==> config.mk <==
export PLATFORM = sky130hd
export DESIGN_NAME = minmax_frame_tracker_flat
export DESIGN_NICKNAME = d
export VERILOG_FILES = /design/src/rtl/minmax_frame_tracker_if.sv /design/src/rtl/minmax_frame_tracker.sv /design/src/flat_wrapper.sv
export SDC_FILE = /design/constraint.sdc
export NUM_CORES = 1
export LEC_CHECK = 0
export BUFFER_PORTS_ARGS = -buffer_cell sky130_fd_sc_hd__buf_2
export CAP_MARGIN = 20
export CELL_PAD_IN_SITES_DETAIL_PLACEMENT = 0
export CELL_PAD_IN_SITES_GLOBAL_PLACEMENT = 1
export CORE_MARGIN = 2
export CORE_UTILIZATION = 44
export CTS_BUF_LIST = sky130_fd_sc_hd__clkbuf_16
export CTS_CLUSTER_DIAMETER = 60
export DETAILED_ROUTE_END_ITERATION = 12
export PLACE_DENSITY_LB_ADDON = 0.05
export SYNTH_ARGS = -nofsm -noshare
export SYNTH_HDL_FRONTEND = slang
export SYNTH_SLANG_ARGS = --single-unit
==> constraint.sdc <==
create_clock -name clk -period 3 [get_ports clk]
set_clock_uncertainty 0.1 [all_clocks]
set_input_delay 0.6 -clock clk [delete_from_list [all_inputs] [get_ports clk]]
set_output_delay 0.6 -clock clk [all_outputs]
set_load 0.01 [all_outputs]
==> src/rtl/minmax_frame_tracker_if.sv <==
// Sample-in / result-out handshake bundle for minmax_frame_tracker.
// The producer/consumer side uses the master modport; the tracker uses slave.
interface minmax_frame_tracker_if #(
   parameter int WIDTH = 16,
   parameter int IDX_W = 3
);
   logic             in_valid;
   logic             in_ready;
   logic [WIDTH-1:0] in_data;
   logic             out_valid;
   logic             out_ready;
   logic [WIDTH-1:0] out_max;
   logic [WIDTH-1:0] out_min;
   logic [IDX_W-1:0] out_max_idx;
   logic [IDX_W-1:0] out_min_idx;
   logic             out_flat;

   modport master (
      output in_valid, in_data, out_ready,
      input  in_ready, out_valid, out_max, out_min, out_max_idx, out_min_idx, out_flat
   );

   modport slave (
      input  in_valid, in_data, out_ready,
      output in_ready, out_valid, out_max, out_min, out_max_idx, out_min_idx, out_flat
   );
endinterface

==> src/rtl/minmax_frame_tracker.sv <==
// Per-frame running max/min tracker. Groups FRAME_LEN unsigned samples into a
// frame, records the extremes and the index of their first occurrence, and
// offers one result record per frame. One bubble cycle separates frames.
module minmax_frame_tracker #(
   parameter int WIDTH     = 16,
   parameter int FRAME_LEN = 8,
   parameter int IDX_W     = 3
) (
   input  logic                   clk,
   input  logic                   n_rst,
   input  logic                   clear,
   minmax_frame_tracker_if.slave  bus
);
   typedef enum logic [1:0] {FIRST, ACCUM, DONE} state_t;

   localparam logic [IDX_W-1:0] LAST_IDX = IDX_W'(FRAME_LEN - 1);

   state_t           state_q, state_d;
   logic [IDX_W-1:0] cnt_q, cnt_d;
   logic [WIDTH-1:0] max_q, max_d, min_q, min_d;
   logic [IDX_W-1:0] max_idx_q, max_idx_d, min_idx_q, min_idx_d;
   logic             flat_q, flat_d;
   logic             in_ready_q, out_valid_q;
   logic             load_out;
   logic             accept;

   logic [WIDTH-1:0] out_max_q, out_min_q;
   logic [IDX_W-1:0] out_max_idx_q, out_min_idx_q;
   logic             out_flat_q;

   // Unsigned magnitude comparisons of the incoming sample against the held extremes.
   logic smp_gt_max, smp_lt_min, smp_eq_max;
   assign smp_gt_max = bus.in_data >  max_q;
   assign smp_lt_min = bus.in_data <  min_q;
   assign smp_eq_max = bus.in_data == max_q;

   assign accept = bus.in_valid && in_ready_q;

   // Next-state and running extreme update.
   always_comb begin
      // NOTE: every signal gets a default here so no path can infer a latch.
      state_d   = state_q;
      cnt_d     = cnt_q;
      max_d     = max_q;
      min_d     = min_q;
      max_idx_d = max_idx_q;
      min_idx_d = min_idx_q;
      flat_d    = flat_q;
      load_out  = 1'b0;
      case (state_q)
         FIRST: begin
            if (clear) begin
               cnt_d = '0;
            end else if (accept) begin
               max_d     = bus.in_data;
               min_d     = bus.in_data;
               max_idx_d = '0;
               min_idx_d = '0;
               flat_d    = 1'b1;
               cnt_d     = IDX_W'(1);
               state_d   = ACCUM;
            end
         end
         ACCUM: begin
            if (clear) begin
               cnt_d   = '0;
               state_d = FIRST;
            end else if (accept) begin
               // Strict compares: ties keep the earliest index.
               if (smp_gt_max) begin
                  max_d     = bus.in_data;
                  max_idx_d = cnt_q;
               end
               if (smp_lt_min) begin
                  min_d     = bus.in_data;
                  min_idx_d = cnt_q;
               end
               if (!smp_eq_max) flat_d = 1'b0;
               if (cnt_q == LAST_IDX) begin
                  state_d  = DONE;
                  load_out = 1'b1;
               end else begin
                  cnt_d = cnt_q + IDX_W'(1);
               end
            end
         end
         DONE: begin
            // clear is deliberately ignored: the pending result must be consumed.
            if (out_valid_q && bus.out_ready) begin
               cnt_d   = '0;
               state_d = FIRST;
            end
         end
         default: state_d = FIRST;
      endcase
   end

   // State, counters, running extremes and registered handshake flags.
   always_ff @(posedge clk) begin
      if (!n_rst) begin
         // NOTE: sequential state uses non-blocking assignments only.
         state_q     <= FIRST;
         cnt_q       <= '0;
         max_q       <= '0;
         min_q       <= '0;
         max_idx_q   <= '0;
         min_idx_q   <= '0;
         flat_q      <= 1'b0;
         in_ready_q  <= 1'b1;
         out_valid_q <= 1'b0;
      end else begin
         state_q     <= state_d;
         cnt_q       <= cnt_d;
         max_q       <= max_d;
         min_q       <= min_d;
         max_idx_q   <= max_idx_d;
         min_idx_q   <= min_idx_d;
         flat_q      <= flat_d;
         in_ready_q  <= (state_d != DONE);
         out_valid_q <= (state_d == DONE);
      end
   end

   // Result record, captured on entry to DONE and held until the next frame completes.
   always_ff @(posedge clk) begin
      if (!n_rst) begin
         out_max_q     <= '0;
         out_min_q     <= '0;
         out_max_idx_q <= '0;
         out_min_idx_q <= '0;
         out_flat_q    <= 1'b0;
      end else if (load_out) begin
         out_max_q     <= max_d;
         out_min_q     <= min_d;
         out_max_idx_q <= max_idx_d;
         out_min_idx_q <= min_idx_d;
         out_flat_q    <= flat_d;
      end
   end

   assign bus.in_ready    = in_ready_q;
   assign bus.out_valid   = out_valid_q;
   assign bus.out_max     = out_max_q;
   assign bus.out_min     = out_min_q;
   assign bus.out_max_idx = out_max_idx_q;
   assign bus.out_min_idx = out_min_idx_q;
   assign bus.out_flat    = out_flat_q;
endmodule

==> src/flat_wrapper.sv <==
// flat-port wrapper written by rule: the top's interface ports become plain ports
module minmax_frame_tracker_flat 
#(
   parameter int WIDTH     = 16,
   parameter int FRAME_LEN = 8,
   parameter int IDX_W     = 3
)
  (clk, n_rst, clear, bus_in_valid, bus_in_data, bus_out_ready, bus_in_ready, bus_out_valid, bus_out_max, bus_out_min, bus_out_max_idx, bus_out_min_idx, bus_out_flat);
  minmax_frame_tracker_if #(.WIDTH(WIDTH), .IDX_W(IDX_W)) bus_i ();
  input  logic clk;
  input  logic n_rst;
  input  logic clear;
  input wire logic [$bits(bus_i.in_valid)-1:0] bus_in_valid;
  input wire logic [$bits(bus_i.in_data)-1:0] bus_in_data;
  input wire logic [$bits(bus_i.out_ready)-1:0] bus_out_ready;
  output wire logic [$bits(bus_i.in_ready)-1:0] bus_in_ready;
  output wire logic [$bits(bus_i.out_valid)-1:0] bus_out_valid;
  output wire logic [$bits(bus_i.out_max)-1:0] bus_out_max;
  output wire logic [$bits(bus_i.out_min)-1:0] bus_out_min;
  output wire logic [$bits(bus_i.out_max_idx)-1:0] bus_out_max_idx;
  output wire logic [$bits(bus_i.out_min_idx)-1:0] bus_out_min_idx;
  output wire logic [$bits(bus_i.out_flat)-1:0] bus_out_flat;
  assign bus_i.in_valid = bus_in_valid;
  assign bus_i.in_data = bus_in_data;
  assign bus_i.out_ready = bus_out_ready;
  assign bus_in_ready = bus_i.in_ready;
  assign bus_out_valid = bus_i.out_valid;
  assign bus_out_max = bus_i.out_max;
  assign bus_out_min = bus_i.out_min;
  assign bus_out_max_idx = bus_i.out_max_idx;
  assign bus_out_min_idx = bus_i.out_min_idx;
  assign bus_out_flat = bus_i.out_flat;
  minmax_frame_tracker #(.WIDTH(WIDTH), .FRAME_LEN(FRAME_LEN), .IDX_W(IDX_W)) u_core (.clk(clk), .n_rst(n_rst), .clear(clear), .bus(bus_i));
endmodule
## Word level (Yosys, flattened, before mapping)

Index checks and enable logic that the tools add are counted.

| storage, ports and cells | value |
|---|---|
| register bits | 85 |
| output and inout port bits | 41 |
| word-level logic and storage cells | 80 |

| cells by class | value |
|---|---|
| add/subtract/negate cells | 1 |
| order comparisons | 2 |
| equality and inequality tests | 10 |
| mux-type cells | 48 |
| reductions and logical operators | 5 |

Operators with widths:

| kind | number |
|---|---|
| two-way mux 16 bit | 10 |
| case mux 16 bit (2 select lines) | 2 |
| two-way mux 3 bit | 16 |
| == test 16 bit | 1 |
| > comparator 16 bit | 1 |
| less-than comparator 16 bit | 1 |
| two-way mux 2 bit | 6 |
| case mux 3 bit (2 select lines) | 2 |
| two-way mux 1 bit | 9 |
| case mux 3 bit (3 select lines) | 1 |
| inequality test 3 x 2 -> 1 bit (second input constant) | 2 |
| case mux 2 bit (3 select lines) | 1 |
| AND reduction 5 bit | 1 |
| == test 2 bit (second input constant) | 2 |
| adder 3 x 1 -> 3 bit (second input constant) | 1 |
| == test 3 bit (second input constant) | 1 |
| inequality test 3 bit (second input constant) | 1 |
| nonzero test 3 bit | 1 |
| == test 2 x 1 -> 1 bit (second input constant) | 1 |
| logical AND 1 bit | 2 |
| zero test 2 bit | 1 |
| inequality test 2 x 1 -> 1 bit (second input constant) | 1 |
| inequality test 2 bit (second input constant) | 1 |
| case mux 1 bit (2 select lines) | 1 |

## Depth between registers and ports, before layout

Gate-level depths: netlist of run 1.

| logic depth | value |
|---|---|
| word-level depth | 6 |
| depth in mapped cells | 10 |
| depth with buffers taken out | 8 |

## Least setup slack after synthesis of run 1

Ideal clock, no wire load.

| path | value |
|---|---|
| kind | input to register |
| start | input port bus_in_data[11] |
| end | register u_core.out_max_q[10], in the netlist u_core.bus.out_max[10] |
| arrival time | 2.304 ns |
| slack | 0.530 ns |
| stages | 9 |
| buffers on the path | 2 |
| path through | ha_1 nand4_1 or4_4 nand2_2 a32o_1 buf_6 buf_12 o22ai_2 a21oi_2 |

| between the ends | value |
|---|---|
| word-level cells in the longest chain between the ends | 5 |

RTL lines:

| what | line | RTL |
|---|---|---|
| start: declaration | flat_wrapper.sv:14 | `input wire logic [$bits(bus_i.in_data)-1:0] bus_in_data;` |
| > comparator 16 bit | minmax_frame_tracker.sv:33 | `assign smp_gt_max = bus.in_data > max_q;` |
| two-way mux 16 bit | minmax_frame_tracker.sv:70 | `if (smp_gt_max) begin` |
| two-way mux 16 bit | minmax_frame_tracker.sv:68 | `end else if (accept) begin` |
| two-way mux 16 bit | minmax_frame_tracker.sv:65 | `if (clear) begin` |
| case mux 16 bit (2 select lines) | minmax_frame_tracker.sv:50 | `case (state_q)` |
| end signal: assignment | minmax_frame_tracker.sv:133 | `out_max_q <= max_d;` |
| end: declaration | minmax_frame_tracker.sv:27 | `logic [WIDTH-1:0] out_max_q, out_min_q;` |

Every way passes these cells.
A chain may end at the register's enable or synchronous reset.

## Worst setup path in the final report of run 1

| path | value |
|---|---|
| start | register u_core.max_q[8] |
| end | register u_core.max_q[10] |

| between the ends | value |
|---|---|
| word-level cells in the longest chain between the ends | 5 |

RTL lines:

| what | line | RTL |
|---|---|---|
| start: declaration | minmax_frame_tracker.sv:20 | `logic [WIDTH-1:0] max_q, max_d, min_q, min_d;` |
| start signal: assignment | minmax_frame_tracker.sv:114 | `max_q <= max_d;` |
| > comparator 16 bit | minmax_frame_tracker.sv:33 |  |
| two-way mux 16 bit | minmax_frame_tracker.sv:70 |  |
| two-way mux 16 bit | minmax_frame_tracker.sv:68 |  |
| two-way mux 16 bit | minmax_frame_tracker.sv:65 |  |
| case mux 16 bit (2 select lines) | minmax_frame_tracker.sv:50 |  |

Every way passes these cells.

==> run summary, run 1 <==
Peak VDD IR: 0.000321 V
Final Max Slew Viols: 0
H-tree depth: 3
setup violators final: 0
Worst-Skew Late Latency: 0.35 ns
DIE AREA: 12200 sq um
Worst Path Max Fanout: 5
final worst path period need: 2.76 ns
Fmax: 362 MHz
Synth Cell Area: 4990 sq um
final setup margin: 0.241 ns
Fillers: 1044
largest net degree at the start of global routing: 50
Least-Margin Pin Slew: 0.763 ns
CP required: 3.11 ns
DR pass1 iterations: 5
fin nets: 752
worst min path class: register to register
CP startpoint: u_core.max_q[8]
synth-to-layout area growth: 18.9%
syn nets: 679
R2R Setup Slk: 0.24 ns
drt first-iter violations: 222
Seq/Total Area, Yosys: 0.341
YS warnings: 0
Die X: 110 microns
critical setup path kind: register to register
share of cells above drive strength 1: 0.206
Post-synth ARST share: 0
n_diodes: 0
Pwr Total: 2.94 mW
synthesized flop and latch total: 85
Root Buffer: clkbuf_16
Final ANT Viol Nets: 0
row count: 38
P_leak: 2.54 nW
worst slack at placement: -0.219 ns
Worst Setup Start Kind: register
reg-to-reg startpoint: u_core.max_q[8]
Max clock buf depth: 2
Main synth FF type: dfxtp_1
final wirelength: 14700 microns
area of the multi-input gates: 2950 sq um
via count: 4877
RSZ-0062 raised after global routing: no
final period utilization: 0.920
final hold violation count: 0
IO Port Bufs: 61
Register Area: 1700 sq um
post-synthesis instance total: 621
average via count per standard cell: 5.81
Sink Count: 85
post-synthesis cell type count: 48
TritonCTS buffer count: 9
cts hold-fix bufs: 0
number of synthesized flops with an enable pin: 0
drt drc: 0
GP Congestion: 0.842
relative slew slack: 0.491
GR Util All Layers: 0.245
initial core utilization: 0.456
GR Overflow Total: 0
via count of the first global-routing pass: 4799
R2R cell count: 11
status: complete, no violations
max-cap viol count: 0
Core Area: 10900 sq um
first-pass GRT wire length: 24400 microns
num ports: 62
CTS tree: yes
Worst setup EP type: register
Worst R2R End: u_core.max_q[10]
average cell area after synthesis: 8.03 sq um
WL/cell: 17.5 microns
PwrDens: 496 nW/um^2
initial antenna violation count: 0
Setup crit end: u_core.max_q[10]
post-detail-place hpwl: 10000 microns
DIE HEIGHT: 110 microns
clk slew on worst S/H paths: 0.06 ns
crit path DAT: 2.87 ns
==> cell families (layout without fill, tap and decap cells) <==
| family | count (synthesis) | after routing | share of synthesized area |
|---|---|---|---|
| DFF | 85 | 85 | 0.341 |
| and+or+nand+nor | 165 | 165 | 0.156 |
| AOI/OAI and AO/OA | 238 | 238 | 0.308 |
| buffers and inverters | 80 | 158 | 0.0692 |
| muxes | 16 | 16 | 0.0329 |
| adders and majority gates | 37 | 37 | 0.0928 |
==> synth_stat cells, drive strengths merged (9+ instances only) <==
master	instances	area, sq um
a22oi	14	105
buf	13	93.8
o22ai	19	163
o21ai	64	320
a21boi	13	97.6
clkbuf	30	113
o221ai	13	114
and2	14	87.6
dfxtp	85	1700
nand3	43	215
nand4	10	62.6
nand2	49	186
a31oi	9	56.3
nor2	33	124
ha	37	463
a21oi	74	397
mux2i	13	130
inv	36	135
==> critical path, cell delays in order, from the launching register on <==
cell and delay (ns):
dfxtp_1 0.38, inv_1 0.09, ha_1 0.28, nand4_1 0.23
buf_4 0.22, or4_4 0.53, nand2_2 0.12, a311oi_4 0.04
buf_4 0.20, buf_4 0.16, o22ai_2 0.18, a21oi_1 0.09
==> what timing repair did <==
action / 4_1_cts / 5_1_grt
setup endpoints to repair: 0 / 29
buffers inserted: 0 / 4
gates resized for setup: 0 / 0
endpoints found under the hold margin: 0 / 0
==> state kept, by name, summed over array words and instances (netlist names), 2 cells and up <==
name,flops
u_core.bus.out_max,16
u_core.bus.out_max_idx,3
u_core.bus.out_min,16
u_core.bus.out_min_idx,3
u_core.cnt_q,3
u_core.max_idx_q,3
u_core.max_q,16
u_core.min_idx_q,3
u_core.min_q,16
u_core.state_q,2
==> area by class of cell <==
type                            instances  share of cell area
Clock buffer                            9              0.0380
Multi-Input combinational cell        456               0.497
Sequential cell                        85               0.287
Inverter                               37              0.0234
Tap cell                              140              0.0295
Clock inverter                          7              0.0152
Timing Repair Buffer                  105               0.109
==> metal layers <==
metal  share of wire  wire length [microns]  GRT usage  vias to the layer above
met3           0.051                    743     0.0395                       20
met5               0                      0          0                        -
li1                -                      -          -                     2423
met1            0.46                   6730      0.319                     2310
met2            0.47                   6900      0.405                      124
met4           0.021                    311     0.0950                        0
==> stage by stage <==
stage / cell area [sq um] / cells / util / hold slack [ns] / setup TNS [ns]
finish: 5930 / 839 / 0.542 / 0.363 / 0
floorplan: 4990 / 621 / - / 0.352 / 0
detailed placement: 5580 / 819 / 0.511 / 0.358 / -4.38
CTS: 5900 / 835 / 0.539 / 0.372 / 0
global route: 5930 / 839 / 0.542 / 0.399 / 0
global placement: 5580 / 819 / 0.511 / 0.354 / -1.75
==> where the power goes <==
| group | switching (mW) | internal, mW |
|---|---|---|
| logic | 0.318 | 0.216 |
| clock network | 0.473 | 0.725 |
| registers | 0.0388 | 1.17 |
| total | 0.830 | 2.11 |
==> placed cells by master (no fill, tap or decap), types with 12 or more instances in the layout <==
cell / netlist / routed
o22ai_1: 12 / 12
ha_1: 37 / 37
inv_1: 36 / 36
and2_1: 14 / 14
nor2_1: 33 / 33
dfxtp_1: 85 / 85
buf_2: 8 / 61
a21oi_1: 67 / 67
o221ai_1: 13 / 13
a22oi_1: 14 / 14
a21boi_0: 13 / 13
mux2i_1: 13 / 13
nand2_1: 48 / 48
nand3_1: 43 / 43
buf_4: 1 / 43
o21ai_0: 60 / 60
==> worst min path at each step <==
stage          cells past startpoint                       from  slack [ns]                        end
5_1_grt                            2     u_core.bus.out_max[13]        0.40     u_core.bus.out_max[13]
6_report                           2     u_core.bus.out_max[13]        0.36     u_core.bus.out_max[13]
2_1_floorplan                      2              u_core.flat_q        0.35              u_core.flat_q
3_5_place_dp                       2     u_core.bus.out_max[13]        0.36     u_core.bus.out_max[13]
3_3_place_gp                       2  u_core.bus.out_max_idx[2]        0.35  u_core.bus.out_max_idx[2]
4_1_cts                            2     u_core.bus.out_max[13]        0.37     u_core.bus.out_max[13]
Power figures use the tool's default switching activity.
==> inputs of run 2 (changes only) <==
CORE_UTILIZATION = 39   (was 44)
clock period = 2.22 ns   (was 3 ns; I/O delays follow)
==> run 2 against run 1 <==
The run now ends with setup timing left; non-clock buffer count rose by 67; sequential share of layout area fell by 4.9 points; maximum frequency up 17%; clock-buffer cell count is the same; die area grew 12%; largest power group unchanged; highest routed layer unchanged.
==> run summary, run 2 (synthesis gave the netlist of run 1 again) <==
status: finished with violations
failing checks: setup timing
WL/cell: 18.0 microns
critical setup path kind: register to register
area of the multi-input gates: 3550 sq um
max-cap viol count: 0
Die X: 117 microns
most common cell after layout, fill and taps aside: buf_4
drt drc: 0
GR Overflow Total: 0
post-detail-place hpwl: 11400 microns
CTS tree: yes
Register Area: 1720 sq um
final period utilization: 1.06
Worst Setup Start Kind: register
via count of the first global-routing pass: 5107
P_leak: 2.96 nW
drt first-iter violations: 316
relative slew slack: 0.715
H-tree depth: 3
final hold violation count: 0
cts hold-fix bufs: 0
final setup margin: -0.141 ns
Worst setup EP type: register
synth-to-layout area growth: 45.1%
commonest non-fill, non-tap cells in the layout: buf_4, dfxtp_1, buf_2
n_diodes: 0
TritonCTS buffer count: 9
DR pass1 iterations: 5
average via count per standard cell: 5.66
CP required: 2.40 ns
Final Max Slew Viols: 0
final worst path period need: 2.36 ns
R2R Setup Slk: -0.14 ns
Final Cell Area: 7240 sq um
IO Port Bufs: 61
GR Util All Layers: 0.246
PwrDens: 597 nW/um^2
Core Area: 12600 sq um
RSZ-0062 raised after global routing: yes
final wirelength: 16900 microns
Area after DPL: 6120 sq um
largest net degree at the start of global routing: 28
DIE HEIGHT: 117 microns
Max clock buf depth: 2
Root Buffer: clkbuf_16
DIE AREA: 13700 sq um
initial antenna violation count: 0
fin nets: 819
Peak VDD IR: 0.000424 V
share of cells above drive strength 1: 0.402
initial core utilization: 0.397
num ports: 62
Fmax: 424 MHz
Fillers: 1130
Least-Margin Pin Slew: 0.423 ns
setup violators final: 48
Worst-Skew Late Latency: 0.35 ns
Final ANT Viol Nets: 0
Setup TNS Final: -4.72 ns
first-pass GRT wire length: 25900 microns
worst slack at placement: -0.390 ns
Pwr Total: 4.32 mW
worst min path class: register to register
row count: 41
clk slew on worst S/H paths: 0.06 ns
GP Congestion: 0.856
via count: 5310
Sink Count: 85
Worst Path Max Fanout: 5
crit path DAT: 2.54 ns
run 2: changes by cell type in the layout (fill, tap and decap cells not counted), moves of 6 or more:
cell and change:
a21oi_1 -12, a21oi_2 +12, buf_12 +6, buf_4 +46
buf_6 +12, dfxtp_1 -16, dfxtp_2 +16, ha_1 -16
ha_4 +15, inv_1 -14, inv_2 +15, o21ai_0 -8
o22ai_1 -12, o22ai_4 +16
run 2: critical path: stages, from the launching register on:
cell and delay, ns:
dfxtp_2 0.34, inv_2 0.05, ha_4 0.26, nand4_1 0.18
buf_4 0.19, or4_4 0.44, nand2_4 0.09, a32o_2 0.23
buf_6 0.18, o22ai_2 0.10, a21oi_2 0.12
run 2: where the power goes:
part           switching, mW  internal, mW
logic                  0.597         0.506
registers             0.0357          1.58
clock network          0.631         0.970
total                   1.26          3.06
run 2: layout make-up:
cell class                      count  share of cell area
Timing Repair Buffer              172               0.180
Sequential cell                    85               0.238
Multi-Input combinational cell    456               0.491
Clock inverter                      7              0.0112
Tap cell                          172              0.0297
Inverter                           37              0.0192
Clock buffer                        9              0.0311
run 2: final timing paths:
check	end	from	depth (start not counted)
max	u_core.max_q[4]	u_core.max_q[7]	10
min	u_core.bus.out_max_idx[2]	u_core.bus.out_max_idx[2]	2
max reg2reg	u_core.max_q[4]	u_core.max_q[7]	10
min reg2reg	u_core.bus.out_max_idx[2]	u_core.bus.out_max_idx[2]	2
run 2: metrics by stage:
step / hold WS (ns) / utilization / instances
final: 0.371 / 0.576 / 938
after global routing: 0.389 / 0.576 / 938
after CTS: 0.353 / 0.543 / 926
after detailed placement: 0.355 / 0.487 / 904
after global placement: 0.354 / 0.487 / 904
after floorplan: 0.352 / - / 621
run 2: repair_timing:
item,in CTS,in global routing
setup endpoints to repair,69,76
setup buffers,6,9
gates resized for setup,79,70
gates cloned,0,3
pin swaps,45,34
run 2: per-layer routing:
metal,up-vias,global-route usage,routed length [microns],part of all wire
met1,2579,0.311,7500,0.44
met4,0,0.117,417,0.025
met2,153,0.412,8200,0.49
li1,2551,-,-,-
met5,-,0,0,0
met3,27,0.0371,766,0.045
==> inputs of run 3 (changes only) <==
ABC_AREA = 1   (was default)
CORE_UTILIZATION = 42   (was 39)
clock period = 2.6 ns   (was 2.22 ns; I/O delays follow)
==> run 3 against run 2 <==
The run now ends clean; highest routed layer unchanged; utilization is 9.2 points lower; largest power group unchanged; maximum frequency is 0.72% higher; die area is 0.96% lower; combinational power is 38% lower; critical path type unchanged; non-clock buffer count is 91 lower.
==> run summary, run 3 <==
status: complete, no violations
RSZ-0062 raised after global routing: no
CP required: 2.80 ns
Worst setup EP type: register
Core Area: 12500 sq um
WL/cell: 14.3 microns
Yosys top cell area share: 0.320
drt first-iter violations: 277
fin nets: 872
row count: 41
synthesized flop and latch total: 85
GP Congestion: 0.837
via count: 4934
P_leak: 2.87 nW
R2R cell count: 16
H-tree depth: 3
post-synthesis instance total: 762
clk slew on worst S/H paths: 0.06 ns
Setup TNS Final: 0 ns
Final Max Slew Viols: 0
largest net degree at the start of global routing: 61
R2R Setup Slk: 0.26 ns
Final Cell Area: 6030 sq um
via count of the first global-routing pass: 4720
Synth Cell Area: 5320 sq um
DR pass1 iterations: 5
synth top area cells: dfxtp_1, ha_1, a21oi_1
GRT busiest layer: met2
average via count per standard cell: 4.98
TritonCTS buffer count: 9
share of cells above drive strength 1: 0.187
Worst Setup Start Kind: register
setup bufs post-CTS: 0
worst min path class: input pin to register
initial antenna violation count: 0
DIE AREA: 13600 sq um
post_cts resized: 0
Fillers: 1331
IO Port Bufs: 61
cell with the most instances after synthesis: nand2_1
crit path DAT: 2.54 ns
YS warnings: 0
DIE HEIGHT: 117 microns
setup violators final: 0
Worst Hold Path Cells: 3
worst slack at placement: 0.0254 ns
CTS tree: yes
Area after DPL: 5780 sq um
Fmax: 427 MHz
num ports: 62
post-synthesis cell type count: 36
grt met1 use: 0.270
Post-synth ARST share: 0
first-pass GRT wire length: 22900 microns
max-cap viol count: 0
GR Util All Layers: 0.218
final wirelength: 14200 microns
Peak VDD IR: 0.000251 V
Least-Margin Pin Slew: 0.488 ns
commonest cells in the netlist: nand2_1, inv_1, nor2_1
GR Overflow Total: 0
final period utilization: 0.902
average cell area after synthesis: 6.98 sq um
initial core utilization: 0.427
drt drc: 0
Die X: 117 microns
n_diodes: 0
Sink Count: 85
critical setup path kind: register to register
final hold violation count: 0
leading area contributor after synthesis: dfxtp_1
most common cell after layout, fill and taps aside: nand2_1
Max clock buf depth: 2
Worst Path Max Fanout: 12
synth-to-layout area growth: 13.5%
number of synthesized flops with an enable pin: 0
Worst-Skew Late Latency: 0.35 ns
met3 usage: 0.0301
relative slew slack: 0.675
Root Buffer: clkbuf_16
final setup margin: 0.256 ns
final worst path period need: 2.34 ns
met2 Usage GRT: 0.372
cts hold-fix bufs: 0
post-detail-place hpwl: 10300 microns
syn nets: 820
Final ANT Viol Nets: 0
Seq/Total Area, Yosys: 0.320
Main synth FF type: dfxtp_1
PwrDens: 535 nW/um^2
commonest non-fill, non-tap cells in the layout: nand2_1, inv_1, nor2_1
[run 3: changes by cell type in the layout (fill, tap and decap cells not counted), moves of 33 or more]
| cell | delta |
|---|---|
| inv_1 | +89 |
| nand3_1 | +35 |
| nor2_1 | +74 |
| buf_4 | -71 |
| o21ai_0 | -43 |
| nand2_1 | +72 |
| a21oi_1 | +33 |
| nand3_2 | +38 |
[run 3: kinds of logic after synthesis]
family	count (synthesis)	synth area share
AO/OA/AOI/OAI	136	0.145
adder cells (fa/ha/maj)	37	0.0871
buffers and inverters	154	0.127
flip-flops	85	0.320
AND/OR/NAND/NOR	350	0.320
[run 3: area by class of cell]
cell class	count	area (sq um)	area share
clock inverter	6	32.5	0.00539
inverter	114	428	0.0709
multi-input combinational	523	2950	0.489
timing repair buffer	81	480	0.0796
clock buffer	9	225	0.0373
sequential	85	1700	0.282
tap	172	215	0.0357
[run 3: routing by layer]
| layer | part of all wire | vias to the layer above |
|---|---|---|
| met5 | 0 | - |
| met4 | 0.025 | 0 |
| met3 | 0.036 | 19 |
| met2 | 0.49 | 81 |
| met1 | 0.45 | 2252 |
| li1 | - | 2582 |
[run 3: power breakdown]
group	total [mW]	switching [mW]	internal [mW]
Combinational	0.679	0.445	0.234
Sequential	1.39	0.0292	1.36
Clock	1.16	0.531	0.631
Total	3.23	1.01	2.22
[run 3: final timing paths]
check | startpoint | end
worst max-delay path | u_core.min_q[5] | u_core.bus.out_min[11]
worst min-delay path | n_rst | u_core.bus.out_flat
worst max register to register | u_core.min_q[5] | u_core.bus.out_min[11]
worst min register to register | u_core.max_idx_q[0] | u_core.max_idx_q[0]
[run 3: stage by stage]
step,utilization,hold slack (ns),power (mW),std cells
floorplan,-,0.366,1.93,762
global placement,0.463,0.378,2.08,975
detailed placement,0.463,0.386,2.10,975
CTS,0.484,0.335,3.26,990
global route,0.484,0.354,3.40,990
finish,0.484,0.342,3.23,990
[run 3: critical path: stages (launching register included)]
cell and delay (ns):
dfxtp_1 0.33, inv_1 0.08, ha_1 0.29, a21oi_1 0.18
nor2_1 0.06, nor3_1 0.26, nand2_1 0.09, nand2_1 0.06
nand2_1 0.05, nand2_2 0.12, nand2_4 0.13, buf_4 0.21
nand2_1 0.07, nand3_2 0.06, nand3_1 0.11, nand2_1 0.06
inv_1 0.04
